## src/rtl/fir_stream_ctrl.sv

```systemverilog
`default_nettype none
// ============================================================================
//  Module   : fir_stream_ctrl
//  Purpose  : Stream controller around one FIR filter instance. Accepts
//             samples over a ready/valid upstream port, issues them to the
//             filter one cycle later, captures filter results into a
//             show-ahead output FIFO and presents that FIFO downstream as
//             ready/valid. The filter cannot stall, so a sample is accepted
//             only when its result is guaranteed a FIFO slot
//             (inflight + fifo_count < FIFO_DEPTH). Also sequences the
//             filter reset after power-up and runs a flush that pushes
//             NUM_TAPS zeros through the delay line.
//  Revision : 1.0 - initial release
// ----------------------------------------------------------------------------
//  Ports
//    clk, rst_n            clock, asynchronous active-low reset
//    flush_req             single-cycle flush request (honoured in RUN only)
//    busy                  high while in INIT, FLUSH or DRAIN
//    s_valid/s_ready/s_data      upstream sample stream
//    m_valid/m_ready/m_data      downstream result stream (FIFO head)
//    fir_rst               filter reset, active-high
//    fir_valid_in/fir_din  filter input strobe and sample (registered)
//    fir_valid_out/fir_dout      filter result strobe and data
//    overflow_err          sticky: result with nothing in flight or no room
//    stat_in_cnt/stat_out_cnt    accept/pop counters (see below)
// ----------------------------------------------------------------------------
//  Build option
//    FIR_STREAM_STATS_EN : when defined, stat_in_cnt counts upstream accepts
//                          and stat_out_cnt counts downstream pops (both
//                          32-bit, wrapping). When undefined both ports are
//                          tied to zero and no counter logic exists.
// ============================================================================
module fir_stream_ctrl #(
  parameter int DATA_WIDTH  = 16,
  parameter int OUT_WIDTH   = 26,
  parameter int NUM_TAPS    = 37,
  parameter int FIR_LATENCY = 8,
  parameter int FIFO_DEPTH  = 16,
  parameter int RST_CYCLES  = 10
) (
  input  logic                  clk,
  input  logic                  rst_n,
  input  logic                  flush_req,
  output logic                  busy,
  input  logic                  s_valid,
  output logic                  s_ready,
  input  logic [DATA_WIDTH-1:0] s_data,
  output logic                  m_valid,
  input  logic                  m_ready,
  output logic [OUT_WIDTH-1:0]  m_data,
  output logic                  fir_rst,
  output logic                  fir_valid_in,
  output logic [DATA_WIDTH-1:0] fir_din,
  input  logic                  fir_valid_out,
  input  logic [OUT_WIDTH-1:0]  fir_dout,
  output logic                  overflow_err,
  output logic [31:0]           stat_in_cnt,
  output logic [31:0]           stat_out_cnt
);

  // --------------------------------------------------------------------------
  // Widths and constants
  // --------------------------------------------------------------------------
  localparam int c_cnt_w = $clog2(FIFO_DEPTH + 1);
  localparam int c_ptr_w = $clog2(FIFO_DEPTH);
  localparam int c_sum_w = c_cnt_w + 1;
  localparam int c_rst_w = (RST_CYCLES > 1) ? $clog2(RST_CYCLES) : 1;
  localparam int c_tap_w = (NUM_TAPS > 1) ? $clog2(NUM_TAPS) : 1;

  localparam logic [c_cnt_w-1:0] c_depth_cnt = c_cnt_w'(FIFO_DEPTH);
  localparam logic [c_sum_w-1:0] c_depth_sum = c_sum_w'(FIFO_DEPTH);
  localparam logic [c_rst_w-1:0] c_rst_last  = c_rst_w'(RST_CYCLES - 1);
  localparam logic [c_tap_w-1:0] c_tap_last  = c_tap_w'(NUM_TAPS - 1);

  generate
    if ((FIFO_DEPTH < 2) || ((FIFO_DEPTH & (FIFO_DEPTH - 1)) != 0) ||
        (FIR_LATENCY < 1) || (RST_CYCLES < 1) || (NUM_TAPS < 1)) begin : g_cfg_check
      $error("fir_stream_ctrl: illegal parameter set");
    end
  endgenerate

  typedef enum logic [1:0] {
    ST_INIT  = 2'd0,
    ST_RUN   = 2'd1,
    ST_FLUSH = 2'd2,
    ST_DRAIN = 2'd3
  } state_t;

  // --------------------------------------------------------------------------
  // State
  // --------------------------------------------------------------------------
  state_t                  state_q,        state_d;
  logic [c_rst_w-1:0]      rst_cnt_q,      rst_cnt_d;
  logic [c_tap_w-1:0]      tap_cnt_q,      tap_cnt_d;
  logic [c_cnt_w-1:0]      inflight_q,     inflight_d;
  logic [c_cnt_w-1:0]      fifo_count_q,   fifo_count_d;
  logic [c_ptr_w-1:0]      wr_ptr_q,       wr_ptr_d;
  logic [c_ptr_w-1:0]      rd_ptr_q,       rd_ptr_d;
  logic [OUT_WIDTH-1:0]    mem_q [FIFO_DEPTH];
  logic [OUT_WIDTH-1:0]    mem_d [FIFO_DEPTH];
  logic                    fir_valid_in_q, fir_valid_in_d;
  logic [DATA_WIDTH-1:0]   fir_din_q,      fir_din_d;
  logic                    overflow_err_q, overflow_err_d;

  // --------------------------------------------------------------------------
  // Handshake / credit decode
  // --------------------------------------------------------------------------
  logic credit_ok;
  logic fifo_empty;
  logic fifo_full;
  logic accept;
  logic flush_issue;
  logic issue;
  logic pop;
  logic push;
  logic inflight_nz;
  logic capture;
  logic err_evt;

  always_comb begin
    // Credit counts every result that may still land in the FIFO, so an
    // accepted sample always has a slot regardless of filter latency.
    credit_ok   = ({1'b0, inflight_q} + {1'b0, fifo_count_q}) < c_depth_sum;
    fifo_empty  = (fifo_count_q == '0);
    fifo_full   = (fifo_count_q == c_depth_cnt);
    s_ready     = (state_q == ST_RUN) && credit_ok;
    accept      = s_valid && s_ready;
    // FLUSH is left on the cycle the last zero issues, so the tap counter
    // never has to gate this term.
    flush_issue = (state_q == ST_FLUSH) && credit_ok;
    issue       = accept || flush_issue;
    pop         = !fifo_empty && m_ready;
    inflight_nz = (inflight_q != '0);
    // A result is only legitimate if something is in flight; it is stored
    // only if a slot exists after this cycle's pop.
    capture     = fir_valid_out && inflight_nz;
    push        = capture && (!fifo_full || pop);
    err_evt     = fir_valid_out && (!inflight_nz || (fifo_full && !pop));
  end

  // --------------------------------------------------------------------------
  // FSM next state
  // --------------------------------------------------------------------------
  always_comb begin
    state_d   = state_q;
    rst_cnt_d = rst_cnt_q;
    tap_cnt_d = tap_cnt_q;
    case (state_q)
      ST_INIT: begin
        if (rst_cnt_q == c_rst_last) begin
          state_d = ST_RUN;
        end else begin
          rst_cnt_d = rst_cnt_q + c_rst_w'(1);
        end
      end
      ST_RUN: begin
        if (flush_req) begin
          state_d   = ST_FLUSH;
          tap_cnt_d = '0;
        end
      end
      ST_FLUSH: begin
        if (flush_issue) begin
          if (tap_cnt_q == c_tap_last) begin
            state_d = ST_DRAIN;
          end else begin
            tap_cnt_d = tap_cnt_q + c_tap_w'(1);
          end
        end
      end
      ST_DRAIN: begin
        if (!inflight_nz) begin
          state_d = ST_RUN;
        end
      end
      default: state_d = ST_INIT;
    endcase
  end

  // --------------------------------------------------------------------------
  // Datapath next state
  // --------------------------------------------------------------------------
  always_comb begin
    fir_valid_in_d = issue;
    fir_din_d      = fir_din_q;
    if (accept) begin
      fir_din_d = s_data;
    end else if (flush_issue) begin
      fir_din_d = '0;
    end

    // Issue and capture in the same cycle cancel out.
    inflight_d = inflight_q;
    case ({issue, capture})
      2'b10:   inflight_d = inflight_q + c_cnt_w'(1);
      2'b01:   inflight_d = inflight_q - c_cnt_w'(1);
      default: inflight_d = inflight_q;
    endcase

    fifo_count_d = fifo_count_q;
    case ({push, pop})
      2'b10:   fifo_count_d = fifo_count_q + c_cnt_w'(1);
      2'b01:   fifo_count_d = fifo_count_q - c_cnt_w'(1);
      default: fifo_count_d = fifo_count_q;
    endcase

    // Depth is a power of two, so pointers wrap naturally. When full with a
    // simultaneous pop, wr_ptr == rd_ptr and the write reuses the slot being
    // popped; m_data was already read from it this cycle.
    wr_ptr_d = push ? (wr_ptr_q + c_ptr_w'(1)) : wr_ptr_q;
    rd_ptr_d = pop  ? (rd_ptr_q + c_ptr_w'(1)) : rd_ptr_q;

    mem_d = mem_q;
    if (push) begin
      mem_d[wr_ptr_q] = fir_dout;
    end

    overflow_err_d = overflow_err_q || err_evt;
  end

  // --------------------------------------------------------------------------
  // Registers
  // --------------------------------------------------------------------------
  always_ff @(posedge clk or negedge rst_n) begin
    if (!rst_n) begin
      state_q        <= ST_INIT;
      rst_cnt_q      <= '0;
      tap_cnt_q      <= '0;
      inflight_q     <= '0;
      fifo_count_q   <= '0;
      wr_ptr_q       <= '0;
      rd_ptr_q       <= '0;
      fir_valid_in_q <= 1'b0;
      fir_din_q      <= '0;
      overflow_err_q <= 1'b0;
      for (int i = 0; i < FIFO_DEPTH; i++) begin
        mem_q[i] <= '0;
      end
    end else begin
      state_q        <= state_d;
      rst_cnt_q      <= rst_cnt_d;
      tap_cnt_q      <= tap_cnt_d;
      inflight_q     <= inflight_d;
      fifo_count_q   <= fifo_count_d;
      wr_ptr_q       <= wr_ptr_d;
      rd_ptr_q       <= rd_ptr_d;
      fir_valid_in_q <= fir_valid_in_d;
      fir_din_q      <= fir_din_d;
      overflow_err_q <= overflow_err_d;
      mem_q          <= mem_d;
    end
  end

  // --------------------------------------------------------------------------
  // Outputs
  // --------------------------------------------------------------------------
  assign busy         = (state_q != ST_RUN);
  assign fir_rst      = (state_q == ST_INIT);
  assign fir_valid_in = fir_valid_in_q;
  assign fir_din      = fir_din_q;
  assign m_valid      = !fifo_empty;
  assign m_data       = mem_q[rd_ptr_q];
  assign overflow_err = overflow_err_q;

  // --------------------------------------------------------------------------
  // Optional statistics
  // --------------------------------------------------------------------------
`ifdef FIR_STREAM_STATS_EN
  logic [31:0] stat_in_q,  stat_in_d;
  logic [31:0] stat_out_q, stat_out_d;

  always_comb begin
    stat_in_d  = accept ? (stat_in_q  + 32'd1) : stat_in_q;
    stat_out_d = pop    ? (stat_out_q + 32'd1) : stat_out_q;
  end

  always_ff @(posedge clk or negedge rst_n) begin
    if (!rst_n) begin
      stat_in_q  <= '0;
      stat_out_q <= '0;
    end else begin
      stat_in_q  <= stat_in_d;
      stat_out_q <= stat_out_d;
    end
  end

  assign stat_in_cnt  = stat_in_q;
  assign stat_out_cnt = stat_out_q;
`else
  assign stat_in_cnt  = '0;
  assign stat_out_cnt = '0;
`endif

endmodule
`default_nettype wire

```

## config.mk

```make
export PLATFORM = sky130hd
export DESIGN_NAME = fir_stream_ctrl
export DESIGN_NICKNAME = d
export VERILOG_FILES = /design/src/rtl/fir_stream_ctrl.sv
export SDC_FILE = /design/constraint.sdc
export NUM_CORES = 1
export LEC_CHECK = 0
export CORE_MARGIN = 2
export CORE_UTILIZATION = 55
export CTS_CLUSTER_DIAMETER = 100
export DETAILED_ROUTE_END_ITERATION = 16
export PLACE_DENSITY = 0.85
export SLEW_MARGIN = 20
export SYNTH_ARGS = -nofsm -noshare
export SYNTH_HDL_FRONTEND = slang
export SYNTH_SLANG_ARGS = --single-unit
export TNS_END_PERCENT = 10
```

## constraint.sdc

```tcl
create_clock -name clk -period 3.8 [get_ports clk]
set_clock_uncertainty 0.15 [all_clocks]
set_input_delay 0.95 -clock clk [delete_from_list [all_inputs] [get_ports clk]]
set_output_delay 0.95 -clock clk [all_outputs]
set_load 0.02 [all_outputs]
```

# Word level (Yosys, flattened, before mapping)

Cells that the tools add are included.

Register bits after elaboration: 464
Latch bits: 0
Bits in writable memories: 0
Memory bits (read-only): 0
Output and inout bits: 112
Word-level logic and storage cells: 106
Memories: 0

Add/sub/neg operators: 9
$mul: 0
Divide/modulo/power cells: 0
Magnitude comparators: 4
Equality and inequality tests: 17
Shifts and indexed selects: 0
Muxes and demuxes: 20
Bitwise gates (word level): 3
Reduce and logical (&&, ||, !) cells: 27

Operators with widths:

| cell                                                       | number |
|---|---|
| bitwise mux 416 bit                                        | 1 |
| binary-select mux 26 bit (select 4 bit)                    | 1 |
| demux 26 bit (select 4 bit)                                | 1 |
| 2-to-1 mux 26 bit                                          | 3 |
| 2-to-1 mux 16 bit                                          | 2 |
| case mux 5 bit (2 select lines)                            | 2 |
| 2-to-1 mux 6 bit                                           | 3 |
| adder 4 x 1 -> 4 bit, second input constant                | 3 |
| case mux 6 bit (2 select lines)                            | 1 |
| adder 5 x 1 -> 5 bit, second input constant                | 2 |
| greater-or-equal comparator 5 bit, second input constant   | 2 |
| 2-to-1 mux 2 bit                                           | 5 |
| NOT 4 -> 5 bit                                             | 2 |
| subtractor 5 x 1 -> 5 bit, second input constant           | 2 |
| logical AND 1 bit                                          | 9 |
| equality test 2 bit, second input constant                 | 4 |
| != test 2 bit, second input constant                       | 4 |
| case mux 2 bit (4 select lines)                            | 1 |
| nonzero test 2 bit                                         | 4 |
| adder 5 x 5 -> 6 bit                                       | 1 |
| adder 6 x 1 -> 6 bit, second input constant                | 1 |
| equality test 2 x 1 -> 1 bit, second input constant        | 3 |
| equality test 6 bit, second input constant                 | 1 |
| less-than comparator 6 x 5 -> 1 bit, second input constant | 1 |
| other kinds (13)                                           | 21 |

# Logic depth before layout (Yosys ltp)

Gate-level depths: netlist of the first run.

Depth after elaboration: 8
Gate-level depth with buffers: 12
Depth with buffers taken out: 10

# Worst setup path before layout of the first run

OpenSTA, ideal clock, no wires.

Path type: register -> register
Start point: register inflight_q[1]
End point: register inflight_q[4]
Setup time: 80 ps
Arrival time: 3206 ps
Path slack: 364 ps
Stages on the path, launching flop included: 13
Period minus slack after synthesis: 3436 ps
Path through: dfrtp_1 > ha_1 > and4_1 > o21a_1 > or3_1 > clkbuf_1 > clkbuf_1 > ha_1 > fa_1 > a21o_1 > a21oi_1 > mux2i_1 > xnor2_1

Longest elaborated chain between the ends: 7
Elaborated cells between the ends (all ways): 14
Classes of those cells: add/sub (3); order compare (1); eq/ne (2); mux (1); reduce/logical (7)

RTL lines:

| what                                                                         | RTL line | source |
|---|---|---|
| start, declared                                                              | 95       | `logic [c_cnt_w-1:0] inflight_q, inflight_d;` |
| start signal, assigned                                                       | 243      | `inflight_q <= inflight_d;` |
| adder 5 x 5 -> 6 bit                                                         | 123      | `credit_ok = ({1'b0, inflight_q} + {1'b0, fifo_count_q}) < c_depth_sum;` |
| less-than comparator 6 x 5 -> 1 bit                                          | 123      |  |
| logical AND 1 bit                                                            | 126      | `s_ready = (state_q == ST_RUN) && credit_ok;` |
| logical AND 1 bit                                                            | 127      | `accept = s_valid && s_ready;` |
| logical OR 1 bit                                                             | 131      | `issue = accept \|\| flush_issue;` |
| equality test 2 x 1 -> 1 bit / equality test 2 bit (equally long branches)   | 194      | `case ({issue, capture})` |
| case mux 5 bit (2 select lines) / nonzero test 2 bit (equally long branches) | --       |  |

Parallel ways exist; a longest one is shown, timed or not.
A chain may end at the register's enable or synchronous reset.

# Final worst setup path of the first run

Start point: register rd_ptr_q[0]
End point: output port m_data[20]

Longest elaborated chain between the ends: 4

RTL lines:

| what                                                  | RTL line | source |
|---|---|---|
| start, declared                                       | 98       | `logic [c_ptr_w-1:0] rd_ptr_q, rd_ptr_d;` |
| start signal, assigned                                | 246      | `rd_ptr_q <= rd_ptr_d;` |
| NOT 4 -> 5 bit (implied by the code)                  | 262      | `assign m_data = mem_q[rd_ptr_q];` |
| binary-select mux 26 bit (select 4 bit)               | 262      |  |
| 2-to-1 mux 26 bit (implied by the code) (2 in series) | 262      |  |
| end, declared                                         | 50       | `output logic [OUT_WIDTH-1:0] m_data,` |

No other way between the ends. The select of a mux whose other input is x is not followed.

==> results of run 1 <==
[worst paths after layout]
| check | startpoint | to | slack [ps] | cells past startpoint |
|---|---|---|---|---|
| max | rd_ptr_q[0] | m_data[20] | -50 | 7 |
| max in group asynchronous | rst_n | mem_q[71] | 2330 | 3 |
| min in group clk | overflow_err | overflow_err | 310 | 1 |
| min | rst_n | mem_q[14] | 240 | 1 |
| min reg2reg | overflow_err | overflow_err | 310 | 1 |
| max reg2reg | inflight_q[1] | inflight_q[4] | 470 | 10 |
[report_power, final]
part | leakage [nW] | internal [W] | switching [W]
clock network | 0.813 | 0.00294 | 0.00198
registers | 5.76 | 0.00731 | 0.00153
logic | 4.87 | 0.00629 | 0.00439
[metal layers]
metal,wire length [µm],part of all wire [%],vias to the layer above
met5,7,0.013,-
li1,-,-,5246
met4,1680,3.2,2
met2,25600,49,460
met3,3270,6.3,114
met1,21300,41,6581
[cell type report]
type,instances,share of cell area (%)
inverters,15,0.217
clock buffers,67,5.44
flip-flops and latches,464,44.7
multi-input cells,795,38.7
clock inverters,21,0.977
diodes,3,0.0289
well taps,532,2.56
repair buffers,178,7.44
[flip-flops by register name, indices dropped and copies added (netlist names)]
register,count
fir_din,16
fifo_count_q,5
rd_ptr_q,4
overflow_err,1
state_q,2
mem_q,416
wr_ptr_q,4
rst_cnt_q,4
fir_valid_in,1
inflight_q,5
tap_cnt_q,6
[layout by cell type, fill, tap and decap left out, types with 4 or more instances in the layout]
cell type          n
a21o_1             6
a21oi_1            5
a22o_1            16
buf_12            22
buf_16             5
buf_2             13
buf_4             51
buf_6              9
bufinv_16          5
clkbuf_1           6
clkbuf_16         50
clkbuf_8          12
clkdlybuf4s50_1   67
clkinv_2           8
clkinvlp_4         5
conb_1            64
dfrtp_1          460
ha_1              26
inv_1             15
mux2_2           261
mux2_4           160
mux4_2           130
nand2_1           17
nand2b_1           7
nand3_1            6
nand4_1            4
nor2_1             5
nor3_1             5
nor3_4            12
o211ai_1           6
o21ai_0            9
or3_2              4
xnor2_1           13
xor2_1             4
[synthesized netlist by cell type, drive strengths merged (3+ instances only)]
library cell and n:
nand2b 7, buf 119, mux2 421, nand2 18
xnor2 13, nor2 5, a21oi 5, nor2b 3
nor3 17, o41a 3, a21o 6, o211ai 6
ha 26, or4 3, mux2i 3, nand3 6
mux4 130, o21ai 9, clkbuf 49, dfrtp 464
inv 15, a22o 16, or3 7, xor2 4
nand4 4
[critical path: stages, from the launching register on]
cell,delay [ps]
dfrtp_4,540
buf_6,140
buf_12,130
buf_16,150
buf_12,140
mux4_2,420
mux4_2,500
buf_6,150
[cell families (layout without fill, tap and decap cells)]
kind of cell / after synthesis / in the layout / share of synthesized area (%)
xor+xnor: 17 / 17 / 0.658
simple gates: 74 / 74 / 2.23
compound gates: 58 / 58 / 2.04
mux: 554 / 554 / 36.7
buf+inv: 183 / 281 / 5.43
other cells: 1 / 67 / 0.0166
flops: 464 / 464 / 51.3
fa+ha+maj: 28 / 28 / 1.61
[per-stage QoR]
| stage | area (µm²) | hold slack [ps] |
|---|---|---|
| CTS | 25900 | 248 |
| detailed placement | 24000 | 299 |
| finish | 26000 | 244 |
| floorplan | 22900 | 296 |
| global placement | 24000 | 295 |
| global route | 26000 | 282 |
[timing repair]
item | 4_1_cts | 5_1_grt
endpoints found under the hold margin | 0 | 0
resized for setup | 101 | 18
buffers inserted | 10 | 7
setup endpoints to repair | 26 | 23
cloned | 4 | 1
hold buffers | 0 | 0
==> results.json, run 1 <==
{
  "ir_drop_mv": 0.654,
  "cp.arrival_ps": 2750,
  "final_layout_size_suffix_gt1_share_pct": 49.6,
  "overflow": 0,
  "dieWidth_um": 207,
  "dieHeight_um": 207,
  "dpl.hpwl_um": 30100,
  "drt_iter0_markers": 853,
  "slew_violations": 0,
  "critPathLaunchType": "register",
  "total_power_w": 0.0245,
  "routabilityCongestion": 0.762,
  "path_class": "register to output pin",
  "critPathMaxFanout": 10,
  "failed_checks": "negative setup slack",
  "io_buffers": 95,
  "synth.area.top_cells": "dfrtp_1 (51%), mux2_2 (13%), mux4_2 (13%)",
  "initial_core_util_pct": 55.5,
  "vias": 12400,
  "rsz0062_at_grt": "yes",
  "relSlewSlack_pct": 32.0,
  "syn_avg_cell_area_um2": 16.4,
  "synth-seq-cells": 464,
  "htreeDepth": 2,
  "syn_to_final_growth_pct": 14.9,
  "grt_use_met1_pct": 34.6,
  "finalCritPeriodShare_pct": 101,
  "synthCells": 1379,
  "seq_area_frac_synth_pct": 51.3,
  "max_cap_violations": 0,
  "grt_max_degree": 81,
  "cp.required_ps": 2700,
  "core_area_um2": 40700,
  "io_pins": 160,
  "worst_slew_pin_slew_ps": 1020,
  "clock_path_buffers": 3,
  "outcome": "finished, violations left",
  "grt_antenna_before_repair": 3,
  "grt_use_total_pct": 25.4,
  "final_cells": 2075,
  "wl_per_cell_um": 25.0,
  "yosysTopAreaCellShare_pct": 51.3,
  "grt_pass1_wl_um": 81900,
  "cts_root_buf": "clkbuf_16",
  "drc": 0,
  "drt-vias-per-instance": 5.98,
  "fin_tns_setup_ps": -207,
  "clk_pin_slew_worst_paths_ps": 70,
  "clock_latency_ps": 580,
  "dp.cells": 1962,
  "multi_input_comb_area_um2": 10100,
  "cts_sinks": 464,
  "synth_area_um2": 22600,
  "first_pass_iters": 5,
  "yosysUniqueCellTypes": 50,
  "min_period_ps": 3850,
  "grt_pass1_vias": 13500,
  "synth_edf_count": 0,
  "grtUsageMet2_pct": 41.2,
  "utilization_pct": 63.8,
  "cts_tree": "done",
  "final_antenna_net_count": 0,
  "rows": 74,
  "yosysTopAreaCell": "dfrtp_1",
  "fmax_mhz": 260,
  "p_per_area_nw_per_um2": 940,
  "timing.hold.worst.class": "input pin to async pin",
  "setup_ws_ps": -47.4,
  "wl_um": 51900,
  "dieArea_um2": 42800,
  "synthFlopType": "dfrtp_1",
  "async_flop_share_pct": 100,
  "endpoint_kind": "output pin",
  "finalSetupViolations": 10,
  "p_leak_nw": 11.5,
  "grt_busiest_layer": "met2",
  "cts_buffers": 48,
  "regArea_um2": 11600,
  "yosysWarningCount": 0,
  "hold_viol": 0,
  "gr-usage-met3_pct": 4.73,
  "layout.nets": 1578,
  "fillers": 2735,
  "dp_slack_ps": 91.6
}
No activity file was read; power rests on OpenSTA's default activity.
==> inputs of run 2 (changes only) <==
--- a/config.mk
+++ b/config.mk
@@ -5,11 +5,12 @@
 export SDC_FILE = /design/constraint.sdc
 export NUM_CORES = 1
 export LEC_CHECK = 0
+export ABC_AREA = 1
 export CORE_MARGIN = 2
 export CORE_UTILIZATION = 55
 export CTS_CLUSTER_DIAMETER = 100
 export DETAILED_ROUTE_END_ITERATION = 16
-export PLACE_DENSITY = 0.85
+export PLACE_DENSITY_LB_ADDON = 0.3
 export SLEW_MARGIN = 20
 export SYNTH_ARGS = -nofsm -noshare
 export SYNTH_HDL_FRONTEND = slang
==> results.json, run 2 <==
{
  "yosysUniqueCellTypes": 30,
  "synth_fa_ha_area_share_pct": 1.55,
  "cts_root_buf": "clkbuf_16",
  "htreeDepth": 2,
  "wl_um": 70900,
  "m1WireLength_um": 27600,
  "yosysWarningCount": 0,
  "overflow": 0,
  "cp-startpoint": "rd_ptr_q[0]",
  "synth_area_um2": 23500,
  "grt_use_total_pct": 32.2,
  "vias": 21400,
  "pwr-share-seq_pct": 34.7,
  "grt_antenna_before_repair": 1,
  "cts_sinks": 464,
  "largest_reg_flops": 416,
  "synth-seq-cells": 464,
  "fin_tns_setup_ps": -2200,
  "cp.required_ps": 2700,
  "synthFlopType": "dfrtp_1",
  "timing.rr.start": "inflight_q[1]",
  "yosysMostFrequentCell": "nand2_1",
  "finalSetupViolations": 15,
  "p_per_area_nw_per_um2": 918,
  "syn_avg_cell_area_um2": 7.74,
  "pwr-share-comb_pct": 44.8,
  "dr.max_layer_used": "met4",
  "dieHeight_um": 211,
  "async_flop_share_pct": 100,
  "drt_iter0_markers": 2355,
  "io_buffers": 95,
  "synthTopCellsByCount": "nand2_1 (949), nand3_1 (488), dfrtp_1 (464)",
  "cts_tree": "done",
  "clock_path_buffers": 3,
  "p_leak_nw": 13.4,
  "clkPwrFrac_pct": 20.5,
  "grt_pass1_wl_um": 113000,
  "routed-wl-met3_um": 7530,
  "finalCritPeriodShare_pct": 105,
  "dieWidth_um": 211,
  "min_period_ps": 4000,
  "wl_per_cell_um": 19.7,
  "synth_top_family_by_area": "simple AND/OR/NAND/NOR gates",
  "dpl.hpwl_um": 42700,
  "clock_latency_ps": 580,
  "fmax_mhz": 250,
  "regMostFlops": "mem_q",
  "yosysTopAreaCell": "dfrtp_1",
  "slew_violations": 0,
  "grt_max_degree": 163,
  "p_sw_share_pct": 43.0,
  "regArea_um2": 11600,
  "final_cell_mix": "nand2_1 (949), nand3_1 (488), dfrtp_1 (461)",
  "layout.nets": 3103,
  "fillers": 3562,
  "first_pass_iters": 6,
  "yosysTopAreaCellShare_pct": 49.3,
  "max_cap_violations": 0,
  "cp.arrival_ps": 2900,
  "setup_ws_ps": -201,
  "seq_area_frac_synth_pct": 49.3,
  "drt-vias-per-instance": 5.95,
  "rsz0062_at_grt": "yes",
  "cp_cell_sequence": "inv_8, buf_16, nor2_1, nor2_1, o21ai_0, o211ai_1, o211ai_1, nand2_1, clkdlybuf4s50_1",
  "failed_checks": "negative setup slack",
  "ir_drop_mv": 0.468,
  "total_power_w": 0.0242,
  "synthCells": 3040,
  "initial_core_util_pct": 55.9,
  "cts_hold_buf": 0,
  "synth_xor_area_share_pct": 0.521,
  "crit_slowest_cell": "clkdlybuf4s50_1",
  "drc": 0,
  "final_layout_size_suffix_gt1_share_pct": 7.02,
  "rows": 75,
  "cts_buffers": 49,
  "synth.area.top_cells": "dfrtp_1 (49%), nand2_1 (15%), nand3_1 (10%)",
  "wl_met2_um": 33100,
  "switching_power_w": 0.0104,
  "critPathMaxFanout": 53,
  "relSlewSlack_pct": 29.6,
  "power.internal_w": 0.0138,
  "clk_pin_slew_worst_paths_ps": 60,
  "hold_viol": 0,
  "synthMuxAreaShare_pct": 0,
  "cpPeakStageDelay_ps": 620,
  "path_class": "register to output pin",
  "routabilityCongestion": 0.882,
  "synth_compound_area_share_pct": 8.50,
  "multi_input_comb_area_um2": 10300,
  "io_pins": 160,
  "timing.hold.worst.class": "input pin to async pin",
  "synth_simple_gate_area_share_pct": 32.2,
  "dieArea_um2": 44500,
  "endpoint_kind": "output pin",
  "final_antenna_net_count": 0,
  "core_area_um2": 42100,
  "syn_to_final_growth_pct": 12.2,
  "synth_edf_count": 0,
  "critPathLaunchType": "register",
  "final_common_cell": "nand2_1",
  "worst_slew_pin_slew_ps": 1060,
  "outcome": "finished, violations left",
  "grt_pass1_vias": 20500
}
## run 2: cell types whose count changed in the layout (fill, tap and decap cells not counted), moves of 130 or more
cell	change
nor2_1	+326
mux2_4	-160
mux2_2	-261
mux4_2	-130
o21ai_0	+209
nand3_1	+482
nand2_1	+932
## run 2: kinds of logic after synthesis
| group | Yosys count |
|---|---|
| and+or+nand+nor | 1823 |
| other | 1 |
| adders and majority gates | 28 |
| xor gates and xnor gates | 14 |
| buffers and inverters | 363 |
| DFF | 464 |
| AOI/OAI and AO/OA | 347 |
## run 2: cell type report
type                            count  share of cell area [%]
Sequential cell                   464                    44.0
Multi-Input combinational cell   2276                    39.1
Timing Repair Buffer              192                    7.41
Clock buffer                       76                    5.56
Tap cell                          539                    2.55
Clock inverter                     12                   0.730
Inverter                           44                   0.654
Antenna cell                        1                 0.00948
## run 2: stage by stage
| stage | area [µm²] | std cells | setup slack, ps | hold WS, ps | util [%] |
|---|---|---|---|---|---|
| after global placement | 24700 | 3514 | 210 | 298 | 58.6 |
| after CTS | 26400 | 3602 | -186 | 283 | 62.6 |
| after detailed placement | 24700 | 3514 | 215 | 303 | 58.6 |
| after global routing | 26400 | 3604 | -284 | 293 | 62.7 |
| after floorplan | 23800 | 3103 | 730 | 287 | - |
| final | 26400 | 3604 | -201 | 253 | 62.7 |
## run 2: critical path: cells and delay by family (launching register included)
kind	cells	cell delay, ps
AOI/OAI and AO/OA	3	370
buffers and inverters	3	1050
DFF	1	540
and+or+nand+nor	3	330
## run 2: final timing paths
path | end | slack [ps] | depth (start not counted)
max in group asynchronous | mem_q[54] | 2340 | 2
min | rst_cnt_q[0] | 250 | 1
max reg2reg | inflight_q[4] | 630 | 18
min in group clk | mem_q[290] | 310 | 2
max | m_data[25] | -200 | 9
min reg2reg | mem_q[290] | 310 | 2
## run 2: routing by layer
| layer | up-vias | GRT usage (%) |
|---|---|---|
| met5 | - | 0 |
| met3 | 177 | 6.21 |
| met1 | 10300 | 43.7 |
| met4 | 0 | 12.7 |
| met2 | 1238 | 51.3 |
| li1 | 9752 | - |
## run 2: timing repair
| action | in CTS | in global routing |
|---|---|---|
| setup buffers | 0 | 0 |
| endpoints found under the setup margin | 26 | 20 |
| resized for setup | 12 | 5 |
| gates cloned | 0 | 1 |
## run 2: power groups by stage
stage	Sequential, W	Combinational, W	Clock [W]
4_1_cts	0.00837	0.0106	0.00502
2_1_floorplan	0.00810	0.00720	0
6_report	0.00841	0.0109	0.00498
5_1_grt	0.00866	0.0119	0.00522
3_5_place_dp	0.00842	0.0107	0
3_3_place_gp	0.00834	0.0104	0
